$ cat config.mk
export PLATFORM = sky130hd
export DESIGN_NAME = popeye_dl_sched
export DESIGN_NICKNAME = d
export VERILOG_FILES = /design/src/rtl/popeye_dl_pkg.sv /design/src/rtl/popeye_dl_region_dec.sv /design/src/rtl/popeye_dl_sched.sv
export SDC_FILE = /design/constraint.sdc
export NUM_CORES = 1
export LEC_CHECK = 0
export ABC_AREA = 1
export CAP_MARGIN = 10
export CORE_MARGIN = 2
export CORE_UTILIZATION = 40
export CTS_CLUSTER_SIZE = 24
export DETAILED_ROUTE_END_ITERATION = 8
export HOLD_SLACK_MARGIN = 0.03
export PLACE_DENSITY = 0.68
export SYNTH_ARGS = -nofsm -noshare
export SYNTH_HDL_FRONTEND = slang
export SYNTH_SLANG_ARGS = --single-unit
$ cat constraint.sdc
create_clock -name clk_sys -period 3 [get_ports clk_sys]
set_clock_uncertainty 0.05 [all_clocks]
set_input_delay 0.6 -clock clk_sys [delete_from_list [all_inputs] [get_ports clk_sys]]
set_output_delay 0.6 -clock clk_sys [all_outputs]
set_load 0.02 [all_outputs]
$ cat src/rtl/popeye_dl_pkg.sv
// Shared types and constants for the Popeye download/boot sequencer.
// Holds the FSM state enum, the ioctl index codes and the ROM region map.
package popeye_dl_pkg;

   typedef enum logic [1:0] {
      IDLE   = 2'd0,
      LOAD   = 2'd1,
      SETTLE = 2'd2,
      RUN    = 2'd3
   } state_t;

   typedef enum logic [1:0] {
      REGION_CPU  = 2'd0,
      REGION_SND  = 2'd1,
      REGION_GFX  = 2'd2,
      REGION_PROM = 2'd3
   } region_t;

   localparam logic [7:0] IDX_ROM = 8'd0;
   localparam logic [7:0] IDX_MOD = 8'd1;
   localparam logic [7:0] IDX_DIP = 8'd254;

   // First byte address of each region after CPU; CPU starts at zero.
   localparam logic [24:0] SND_BASE  = 25'h000_8000;
   localparam logic [24:0] GFX_BASE  = 25'h000_A000;
   localparam logic [24:0] PROM_BASE = 25'h001_0000;

endpackage

$ cat src/rtl/popeye_dl_region_dec.sv
// Combinational ROM region decode: maps an ioctl byte address onto the
// core's region tag (CPU / SND / GFX / PROM).
module popeye_dl_region_dec
   import popeye_dl_pkg::*;
(
   input  logic [24:0] addr,
   output region_t     region
);

   // Ordered base compares; anything past the GFX window is PROM.
   always_comb begin
      if (addr < SND_BASE) begin
         region = REGION_CPU;
      end else if (addr < GFX_BASE) begin
         region = REGION_SND;
      end else if (addr < PROM_BASE) begin
         region = REGION_GFX;
      end else begin
         region = REGION_PROM;
      end
   end

endmodule

$ cat src/rtl/popeye_dl_sched.sv
// Download/boot sequencer between the hps_io ioctl stream and the Popeye core.
// Optional feature macro: POPEYE_DL_CHECKSUM_EN adds the dl_checksum output.
module popeye_dl_sched
   import popeye_dl_pkg::*;
#(
   parameter int ADDR_W        = 17,
   parameter int ROM_BYTES     = 'h12000,
   parameter int SETTLE_CYCLES = 16,
   parameter int NUM_SW        = 8
)(
   input  logic                clk_sys,
   input  logic                reset,
   input  logic                user_reset,
   input  logic                ioctl_download,
   input  logic [7:0]          ioctl_index,
   input  logic                ioctl_wr,
   input  logic [24:0]         ioctl_addr,
   input  logic [7:0]          ioctl_dout,
   output logic                dl_wr,
   output logic [ADDR_W-1:0]   dl_addr,
   output logic [7:0]          dl_data,
   output logic [1:0]          dl_region,
   output logic                core_reset,
   output logic                rom_loaded,
   output logic                dl_short,
   output logic [8*NUM_SW-1:0] sw_flat,
   output logic [7:0]          mod
`ifdef POPEYE_DL_CHECKSUM_EN
   ,
   output logic [15:0]         dl_checksum
`endif
);

   localparam int CNT_W = $clog2(ROM_BYTES + 1);
   localparam int SET_W = $clog2(SETTLE_CYCLES + 1);
   localparam logic [CNT_W-1:0] ROM_BYTES_C = CNT_W'(ROM_BYTES);
   localparam logic [SET_W-1:0] SETTLE_LAST = SET_W'(SETTLE_CYCLES - 1);

   state_t              state_r;
   state_t              state_nxt_s;
   logic                dl_prev_r;
   logic                dl_rise_s;
   logic                rom_start_s;
   logic                rom_acc_s;
   logic                dip_acc_s;
   logic                mod_acc_s;
   logic                load_entry_s;
   logic [CNT_W-1:0]    byte_cnt_r;
   logic [CNT_W-1:0]    byte_cnt_nxt_s;
   logic [SET_W-1:0]    settle_cnt_r;
   region_t             region_s;

   logic                dl_wr_r;
   logic [ADDR_W-1:0]   dl_addr_r;
   logic [7:0]          dl_data_r;
   region_t             dl_region_r;
   logic                core_reset_r;
   logic                core_reset_nxt_s;
   logic                rom_loaded_r;
   logic                rom_loaded_nxt_s;
   logic                dl_short_r;
   logic                dl_short_nxt_s;
   logic [8*NUM_SW-1:0] sw_flat_r;
   logic [7:0]          mod_r;

   popeye_dl_region_dec u_region_dec (
      .addr   (ioctl_addr),
      .region (region_s)
   );

   // Input qualification: download edge detect and per-index write accepts.
   always_comb begin
      dl_rise_s   = ioctl_download & ~dl_prev_r;
      rom_start_s = dl_rise_s & (ioctl_index == IDX_ROM);
      rom_acc_s   = ioctl_wr & ioctl_download & (ioctl_index == IDX_ROM)
                  & (ioctl_addr < 25'(ROM_BYTES)) & (state_r == LOAD);
      dip_acc_s   = ioctl_wr & (ioctl_index == IDX_DIP) & (ioctl_addr[24:3] == 22'd0)
                  & ({29'd0, ioctl_addr[2:0]} < 32'(NUM_SW));
      mod_acc_s   = ioctl_wr & (ioctl_index == IDX_MOD);
      if (rom_acc_s && (byte_cnt_r != ROM_BYTES_C)) begin
         byte_cnt_nxt_s = byte_cnt_r + {{(CNT_W-1){1'b0}}, 1'b1};
      end else begin
         byte_cnt_nxt_s = byte_cnt_r;
      end
   end

   // FSM state register.
   always_ff @(posedge clk_sys) begin
      if (reset) begin
         state_r <= IDLE;
      end else begin
         state_r <= state_nxt_s;
      end
   end

   // FSM next-state logic; a fresh index-0 download restarts LOAD from any non-LOAD state.
   always_comb begin
      state_nxt_s = state_r;
      case (state_r)
         IDLE: begin
            if (rom_start_s) state_nxt_s = LOAD;
            else             state_nxt_s = IDLE;
         end
         LOAD: begin
            if (!ioctl_download) state_nxt_s = SETTLE;
            else                 state_nxt_s = LOAD;
         end
         SETTLE: begin
            if (rom_start_s)                       state_nxt_s = LOAD;
            else if (settle_cnt_r == SETTLE_LAST)  state_nxt_s = RUN;
            else                                   state_nxt_s = SETTLE;
         end
         RUN: begin
            if (rom_start_s) state_nxt_s = LOAD;
            else             state_nxt_s = RUN;
         end
         default: state_nxt_s = IDLE;
      endcase
   end

   // FSM outputs, computed from the next state so the registered copies line up with it.
   always_comb begin
      load_entry_s = (state_nxt_s == LOAD) && (state_r != LOAD);
      if (load_entry_s) begin
         dl_short_nxt_s = 1'b0;
      end else if ((state_r == LOAD) && (state_nxt_s == SETTLE)) begin
         dl_short_nxt_s = (byte_cnt_nxt_s < ROM_BYTES_C);
      end else begin
         dl_short_nxt_s = dl_short_r;
      end
      case (state_nxt_s)
         RUN: begin
            core_reset_nxt_s = user_reset;
            rom_loaded_nxt_s = ~dl_short_nxt_s;
         end
         default: begin
            core_reset_nxt_s = 1'b1;
            rom_loaded_nxt_s = 1'b0;
         end
      endcase
   end

   // Counters, ROM write port, DIP/mod capture and status registers.
   always_ff @(posedge clk_sys) begin
      if (reset) begin
         dl_prev_r    <= ioctl_download;
         byte_cnt_r   <= {CNT_W{1'b0}};
         settle_cnt_r <= {SET_W{1'b0}};
         dl_wr_r      <= 1'b0;
         dl_addr_r    <= {ADDR_W{1'b0}};
         dl_data_r    <= 8'd0;
         dl_region_r  <= REGION_CPU;
         core_reset_r <= 1'b1;
         rom_loaded_r <= 1'b0;
         dl_short_r   <= 1'b0;
         sw_flat_r    <= {(8*NUM_SW){1'b0}};
         mod_r        <= 8'd0;
      end else begin
         dl_prev_r    <= ioctl_download;
         byte_cnt_r   <= load_entry_s ? {CNT_W{1'b0}} : byte_cnt_nxt_s;
         if ((state_r == SETTLE) && (state_nxt_s == SETTLE)) begin
            settle_cnt_r <= settle_cnt_r + {{(SET_W-1){1'b0}}, 1'b1};
         end else begin
            settle_cnt_r <= {SET_W{1'b0}};
         end
         dl_wr_r <= rom_acc_s;
         if (rom_acc_s) begin
            dl_addr_r   <= ioctl_addr[ADDR_W-1:0];
            dl_data_r   <= ioctl_dout;
            dl_region_r <= region_s;
         end
         core_reset_r <= core_reset_nxt_s;
         rom_loaded_r <= rom_loaded_nxt_s;
         dl_short_r   <= dl_short_nxt_s;
         if (dip_acc_s) begin
            sw_flat_r[{ioctl_addr[2:0], 3'b000} +: 8] <= ioctl_dout;
         end
         if (mod_acc_s) begin
            mod_r <= ioctl_dout;
         end
      end
   end

`ifdef POPEYE_DL_CHECKSUM_EN
   logic [15:0] csum_r;

   // Running mod-2^16 sum of accepted ROM bytes, restarted on each new image.
   always_ff @(posedge clk_sys) begin
      if (reset) begin
         csum_r <= 16'd0;
      end else if (load_entry_s) begin
         csum_r <= 16'd0;
      end else if (rom_acc_s) begin
         csum_r <= csum_r + {8'd0, ioctl_dout};
      end
   end

   assign dl_checksum = csum_r;
`endif

   assign dl_wr      = dl_wr_r;
   assign dl_addr    = dl_addr_r;
   assign dl_data    = dl_data_r;
   assign dl_region  = dl_region_r;
   assign core_reset = core_reset_r;
   assign rom_loaded = rom_loaded_r;
   assign dl_short   = dl_short_r;
   assign sw_flat    = sw_flat_r;
   assign mod        = mod_r;

endmodule
# == Word-level counts from Yosys, hierarchy flattened ==
# Cells that the tools add are included.
# totals
register_bits,128
output_inout_bits,103
wordCells,70
# classes
addsub,3
n_lt_le_gt_ge,5
n_eq_ne,11
shifts,2
mux,13
bitwise,13
n_reduce_logical,10
# ops
op,n
$bwmux W64,1
$shift A8 B8 Y64 const A,1
$shiftx A8 B8 Y64,1
$lt A25 B16 Y1 const B,2
$lt A25 B17 Y1 const B,2
$logic_not A22 Y1,1
$add A17 B1 Y17 const B,1
$lt A17 B17 Y1 const B,1
$mux W17,1
$ne A17 B17 Y1 const B,1
$mux W2,5
$and A1 B1 Y1,9
$eq A2 B2 Y1 const B,4
$eq A8 B1 Y1 const B,1
$eq A8 B8 Y1 const B,1
$logic_not A8 Y1,1
$neg A6 Y8,1
$pmux W2 S4,1
$reduce_or A2 Y1,3
$add A5 B1 Y5 const B,1
$eq A5 B4 Y1 const B,1
$mux W1,5
$eq A2 B1 Y1 const B,2
$logic_and A1 B1 Y1,4
3 further kinds,6

# == Logic depth before layout (Yosys ltp) ==
# depth
depth_word,10
depth_mapped,13
ltp_nobuf,13

# == By module ==
# A second synthesis with hierarchy kept.
# hier_totals
cells_unflattened,784
hier_area_um2,5719.2
# by_module_without_submodules
module,n_inst,cells_each,area_each_um2,seq_area_each_um2
popeye_dl_sched,1,772,5662.9,2562.5
popeye_dl_region_dec,1,12,56.3,0.0

# == Worst setup path after synthesis ==
# No wires, ideal clock.
# synth_timing
path_type,input to register
from,in ioctl_addr[0]
to,"reg sw_flat_r[63], in the netlist sw_flat[63]"
setup_time_ps,132
arrival_ps,2217
slack_ps,601
stages,9
cell_sequence,buf_4 -> inv_1 -> ha_1 -> ha_1 -> clkbuf_1 -> nor2_1 -> nand2_1 -> nand2_1 -> a21oi_1
# synth_between
elab_chain_len,3
word_cells_on_any_way,4
classes_between,1 x add/sub; 2 x shift; 1 x mux
# synth_lines
element,line_no,text
start: declaration,popeye_dl_sched.sv:17,"input logic [24:0] ioctl_addr,"
$neg A6 Y8 (*),popeye_dl_sched.sv:176,"sw_flat_r[{ioctl_addr[2:0], 3'b000} +: 8] <= ioctl_dout;"
$shiftx A8 B8 Y64 / $shift A8 B8 Y64 (equally long branches),popeye_dl_sched.sv:176,
$bwmux W64 (*),popeye_dl_sched.sv:176,
end signal: assignment,popeye_dl_sched.sv:156,sw_flat_r <= {(8*NUM_SW){1'b0}};
end signal: indexed assignment,popeye_dl_sched.sv:176,
end: declaration,popeye_dl_sched.sv:63,logic [8*NUM_SW-1:0] sw_flat_r;
# Every way passes the cells marked *; elsewhere a longest branch is shown, timed or not.
# A chain may end at the register's enable or synchronous reset.

# == Worst setup path in the final report ==
# layout_timing
from,in ioctl_addr[0]
to,"reg sw_flat_r[34], in the netlist sw_flat[34]"
# Same word-level chain as after synthesis.

==> results.env <==
SYNTHMUXAREASHARE=0
SETUP_REPAIR_BUFS_AFTER_CTS=0
YOSYSSEQAREASHARE=0.453
DRV_SLEW=0
GP_ROUTABILITY_CONGESTION=0.850
MOST-COMMON-LAYOUT-CELLS='147 x sky130_fd_sc_hd__clkdlybuf4s50_1, 128 x sky130_fd_sc_hd__dfxtp_1, 120 x sky130_fd_sc_hd__nand2_1'
DRT.ANTENNA.VIOLATING_NETS=0
SYNTHESIS.INSTANCES=764
CTS_TREE='built'
CTS_HOLD_REPAIR.BUFFERS=0
PLACE_WS_PS=79.3
FINAL_LAYOUT_SIZE_SUFFIX_GT1_FRAC=0.0895
POST-DP-HPWL_MM=11.6
SYNTH-COMPOUND-AREA-SHARE=0.143
GRTUSAGETOTAL=0.223
CLK_PIN_SLEW_WORST_PATHS_PS=50
SYNTH.CELL_AREA_UM2=5660
POWER_LEAKAGE_nW=2.93
DRCVIOLATIONCOUNT=0
WORST_PATH_LARGEST_CELL_DELAY_PS=510
WORST-SLEW-PIN-TRANSITION_PS=709
ANTENNA-DIODE-COUNT=0
HOLDPATHSTAGES=1
ENDPOINT_KIND='register'
ADDER_CELL_AREA_SHARE_OF_THE_YOSYS_NETLIST=0.0133
YOSYSUNIQUECELLTYPES=36
TIMING.RR.START='byte_cnt_r[0]'
PATH_CELLS='clkdlybuf4s50_1, inv_1, ha_1, ha_1, inv_2, nor4_1, inv_1, nor2_4, nor2_1, a211oi_1'
INITIAL_CORE_UTIL=0.409
TIMING.CRITICAL_PATH.SLOWEST_STAGE_CELL='sky130_fd_sc_hd__clkdlybuf4s50_1'
MAX-CAP-VIOLATIONS=0
SYNTH_TOP_FAMILY_BY_AREA='simple AND/OR/NAND/NOR gates'
WORSTPATHREQUIRED_PS=3280
DESIGN.FINAL.NETS=968
POWERDENSITY_nW_PER_UM2=495
SYNTH_SIMPLE_GATE_AREA_SHARE=0.311
CRITPATHMAXFANOUT=16
CTS_SINKS=128
DRT-INITIAL-DRC-COUNT=378
SETUP_WS_PS=515
CTS-HTREE-LEVELS=4
CLK_ROOT_BUF='sky130_fd_sc_hd__clkbuf_16'
GRT_FIRST_PASS_WIRELENGTH_MM=26.1
ROUTE.DETAILED.WL_PER_INST_UM=14.7
SYNTHESIZED_AREA_DIVIDED_BY_SYNTHESIZED_CELL_COUNT_UM2=7.41
NUM_VIAS=5562
PERIOD_NEEDED_PS=2480
POSTSYNTHREGISTERBITS=128
SETUP.WORST_PATH.CLASS='input pin to register'
NUMCTSBUFFERS=17
SYNTHDOMINANTCELLAREASHARE=0.453
YOSYS.AREA_SHARE.XOR_XNOR=0.00929
FIRST_PASS_ITERS=5
WORSTSKEWPAIRLATENCY_PS=420
RR_ENDPOINT='byte_cnt_r[7]'
LAYOUT-AREA-OVERHEAD-VS-SYNTH_PCT=40.1
RR_WORST_DEPTH=12
ANTENNA_VIOLATIONS_BEFORE_REPAIR=0
WORST_HOLD_CHECK_PATH_TYPE='register to register'
COREAREA_UM2=13800
SETUP_TOTAL_NEGATIVE_SLACK_PS=0
WIRE_LENGTH_REPORTED_BY_THE_DETAILED_ROUTER_MM=16.3
CRITICAL_PATH.TOP_DELAY_FAMILY='buffers and inverters'
TIMING_HOLD_VIOLATIONS_FINAL=0
DIE-HEIGHT_UM=123
SYNTH_FP_NETS=816
DIE_WIDTH_UM=123
GRT_SETUP_UNREPAIRED='no'
WHS_ENDPOINT='settle_cnt_r[0]'
STARTPOINT_TYPE='input pin'
MOSTFREQUENTLAYOUTCELL='sky130_fd_sc_hd__clkdlybuf4s50_1'
NUMBER_OF_GLOBAL_ROUTE_VIAS_BEFORE_REPAIR=5277
CRITICAL_PATH_BUF_INV_COUNT=4
RELSLEWSLACK=0.527
RUN_STATUS='finished clean'
AVGVIACOUNTPERCELL=5.02
YS.WARNINGS.COUNT=0
IRDROPWORSTVDD_mV=0.386
WORST-ENDPOINT-ARRIVAL_PS=2770
FP.DIEAREA_UM2=15100
IO_BUFFERS=148
GRT_START_MAX_NET_PINS=67
CTS_RESIZED=0
SETUP_VIOL_COUNT_FINAL=0
SYNTH.AREA.TOP_CELLS='sky130_fd_sc_hd__dfxtp_1 45%, sky130_fd_sc_hd__a21oi_1 8.2%, sky130_fd_sc_hd__nand2_1 8.0%'
YOSYS.AREA.TOP_TYPE='sky130_fd_sc_hd__dfxtp_1'
FLOORPLAN.ROWS=43
DEEPEST_CLOCK_PATH_BUFFER_COUNT=2
MAX_FREQ_MHz=402
REPORT.POWER.TOTAL_mW=3.92
FINALCRITPERIODSHARE=0.828
FINAL_CORE_UTIL=0.574
GLOBAL_ROUTE.OVERFLOW_TOTAL=0
HOLD_PATH_STARTPOINT='settle_cnt_r[0]'
R2R_SETUP_SLACK_PS=980
IO_PINS=149
## where the power goes
group | total [mW] | leakage [nW] | internal [mW] | switching, mW
Combinational | 0.238 | 1.62 | 0.0917 | 0.147
Clock | 1.98 | 0.276 | 1.27 | 0.709
Sequential | 1.70 | 1.03 | 1.70 | 0.000282
Total | 3.92 | 2.93 | 3.07 | 0.856
## sequential cells by signal, summed over array words and instances, names as in the netlist
register / cells
core_reset: 1
dl_region: 2
dl_data: 8
dl_prev_r: 1
sw_flat: 64
mod: 8
state_r: 2
rom_loaded: 1
dl_addr: 17
settle_cnt_r: 5
dl_wr: 1
byte_cnt_r: 17
dl_short: 1
## synthesized netlist by cell type
| cell type | n |
|---|---|
| sky130_fd_sc_hd__nand4_4 | 1 |
| sky130_fd_sc_hd__nand2_1 | 120 |
| sky130_fd_sc_hd__nand2_2 | 6 |
| sky130_fd_sc_hd__a211oi_1 | 13 |
| sky130_fd_sc_hd__ha_1 | 6 |
| sky130_fd_sc_hd__inv_2 | 4 |
| sky130_fd_sc_hd__nor4_1 | 6 |
| sky130_fd_sc_hd__nor2_4 | 6 |
| sky130_fd_sc_hd__xor2_1 | 4 |
| sky130_fd_sc_hd__clkbuf_1 | 19 |
| sky130_fd_sc_hd__or2_2 | 1 |
| sky130_fd_sc_hd__dfxtp_1 | 128 |
| sky130_fd_sc_hd__nor3_1 | 10 |
| sky130_fd_sc_hd__clkinv_2 | 1 |
| sky130_fd_sc_hd__xnor2_1 | 2 |
| sky130_fd_sc_hd__o21ai_1 | 1 |
| sky130_fd_sc_hd__nor3_4 | 1 |
| sky130_fd_sc_hd__buf_2 | 9 |
| sky130_fd_sc_hd__nor3b_1 | 4 |
| sky130_fd_sc_hd__nor2_2 | 9 |
| sky130_fd_sc_hd__nand2_4 | 1 |
| sky130_fd_sc_hd__nand3_1 | 82 |
| sky130_fd_sc_hd__and3_1 | 1 |
| sky130_fd_sc_hd__a21oi_1 | 93 |
| sky130_fd_sc_hd__buf_4 | 4 |
| sky130_fd_sc_hd__or4_1 | 1 |
| sky130_fd_sc_hd__inv_1 | 57 |
| sky130_fd_sc_hd__nor2_1 | 112 |
| sky130_fd_sc_hd__nor3_2 | 2 |
| sky130_fd_sc_hd__nor3b_2 | 1 |
| sky130_fd_sc_hd__a211oi_2 | 4 |
| sky130_fd_sc_hd__o21ai_0 | 38 |
| sky130_fd_sc_hd__buf_6 | 2 |
| sky130_fd_sc_hd__nand4_1 | 12 |
| sky130_fd_sc_hd__and2_1 | 1 |
| sky130_fd_sc_hd__nand3b_1 | 2 |
## area by class of cell
cell class	count	area (um^2)
Fill cell	1238	5900
Multi-Input combinational cell	540	2700
Sequential cell	128	2560
Timing Repair Buffer	167	1640
Clock buffer	24	482
Inverter	62	234
Tap cell	180	225
Clock inverter	6	82.6
## worst reg2reg max path: stages, from the launching register on
cell and delay [ps]:
sky130_fd_sc_hd__dfxtp_1 330, sky130_fd_sc_hd__inv_1 80, sky130_fd_sc_hd__ha_1 180, sky130_fd_sc_hd__nand2_1 70
sky130_fd_sc_hd__nor2_1 90, sky130_fd_sc_hd__nand3_1 180, sky130_fd_sc_hd__nand2_1 330, sky130_fd_sc_hd__clkinv_2 210
sky130_fd_sc_hd__nand2_2 140, sky130_fd_sc_hd__nor2_2 40, sky130_fd_sc_hd__xor2_1 130, sky130_fd_sc_hd__inv_1 50
sky130_fd_sc_hd__nor2_1 30
## per-stage QoR
| step | area, um^2 | hold slack [ps] | cells |
|---|---|---|---|
| 4_1_cts | 7930 | 408 | 1107 |
| 3_5_place_dp | 7370 | 396 | 1077 |
| 3_3_place_gp | 7370 | 383 | 1077 |
| 5_1_grt | 7930 | 420 | 1107 |
| 2_1_floorplan | 5660 | 368 | 764 |
| 6_report | 7930 | 402 | 1107 |
## kinds of logic after synthesis
kind of cell             after synthesis
AND/OR/NAND/NOR                      379
AO/OA/AOI/OAI                        149
XOR/XNOR                               6
buffers and inverters                 96
flip-flops                           128
adder cells (fa/ha/maj)                6
## metal layers
layer	GRT usage	up-vias	share of wire
met2	0.336	146	0.44
met5	0	-	0
met3	0.0613	26	0.059
li1	-	2854	-
met4	0.0891	0	0.020
met1	0.303	2536	0.48
## worst max-delay path by stage
stage	cells past startpoint	end	slack, ps	startpoint
after floorplan	9	sw_flat[63]	600	ioctl_addr[0]
after global placement	10	sw_flat[37]	110	ioctl_addr[0]
after detailed placement	10	sw_flat[36]	80	ioctl_addr[0]
after CTS	10	sw_flat[34]	520	ioctl_addr[0]
after global routing	11	sw_flat[34]	340	ioctl_addr[0]
final	10	sw_flat[34]	520	ioctl_addr[0]
Power figures use the tool's default switching activity.
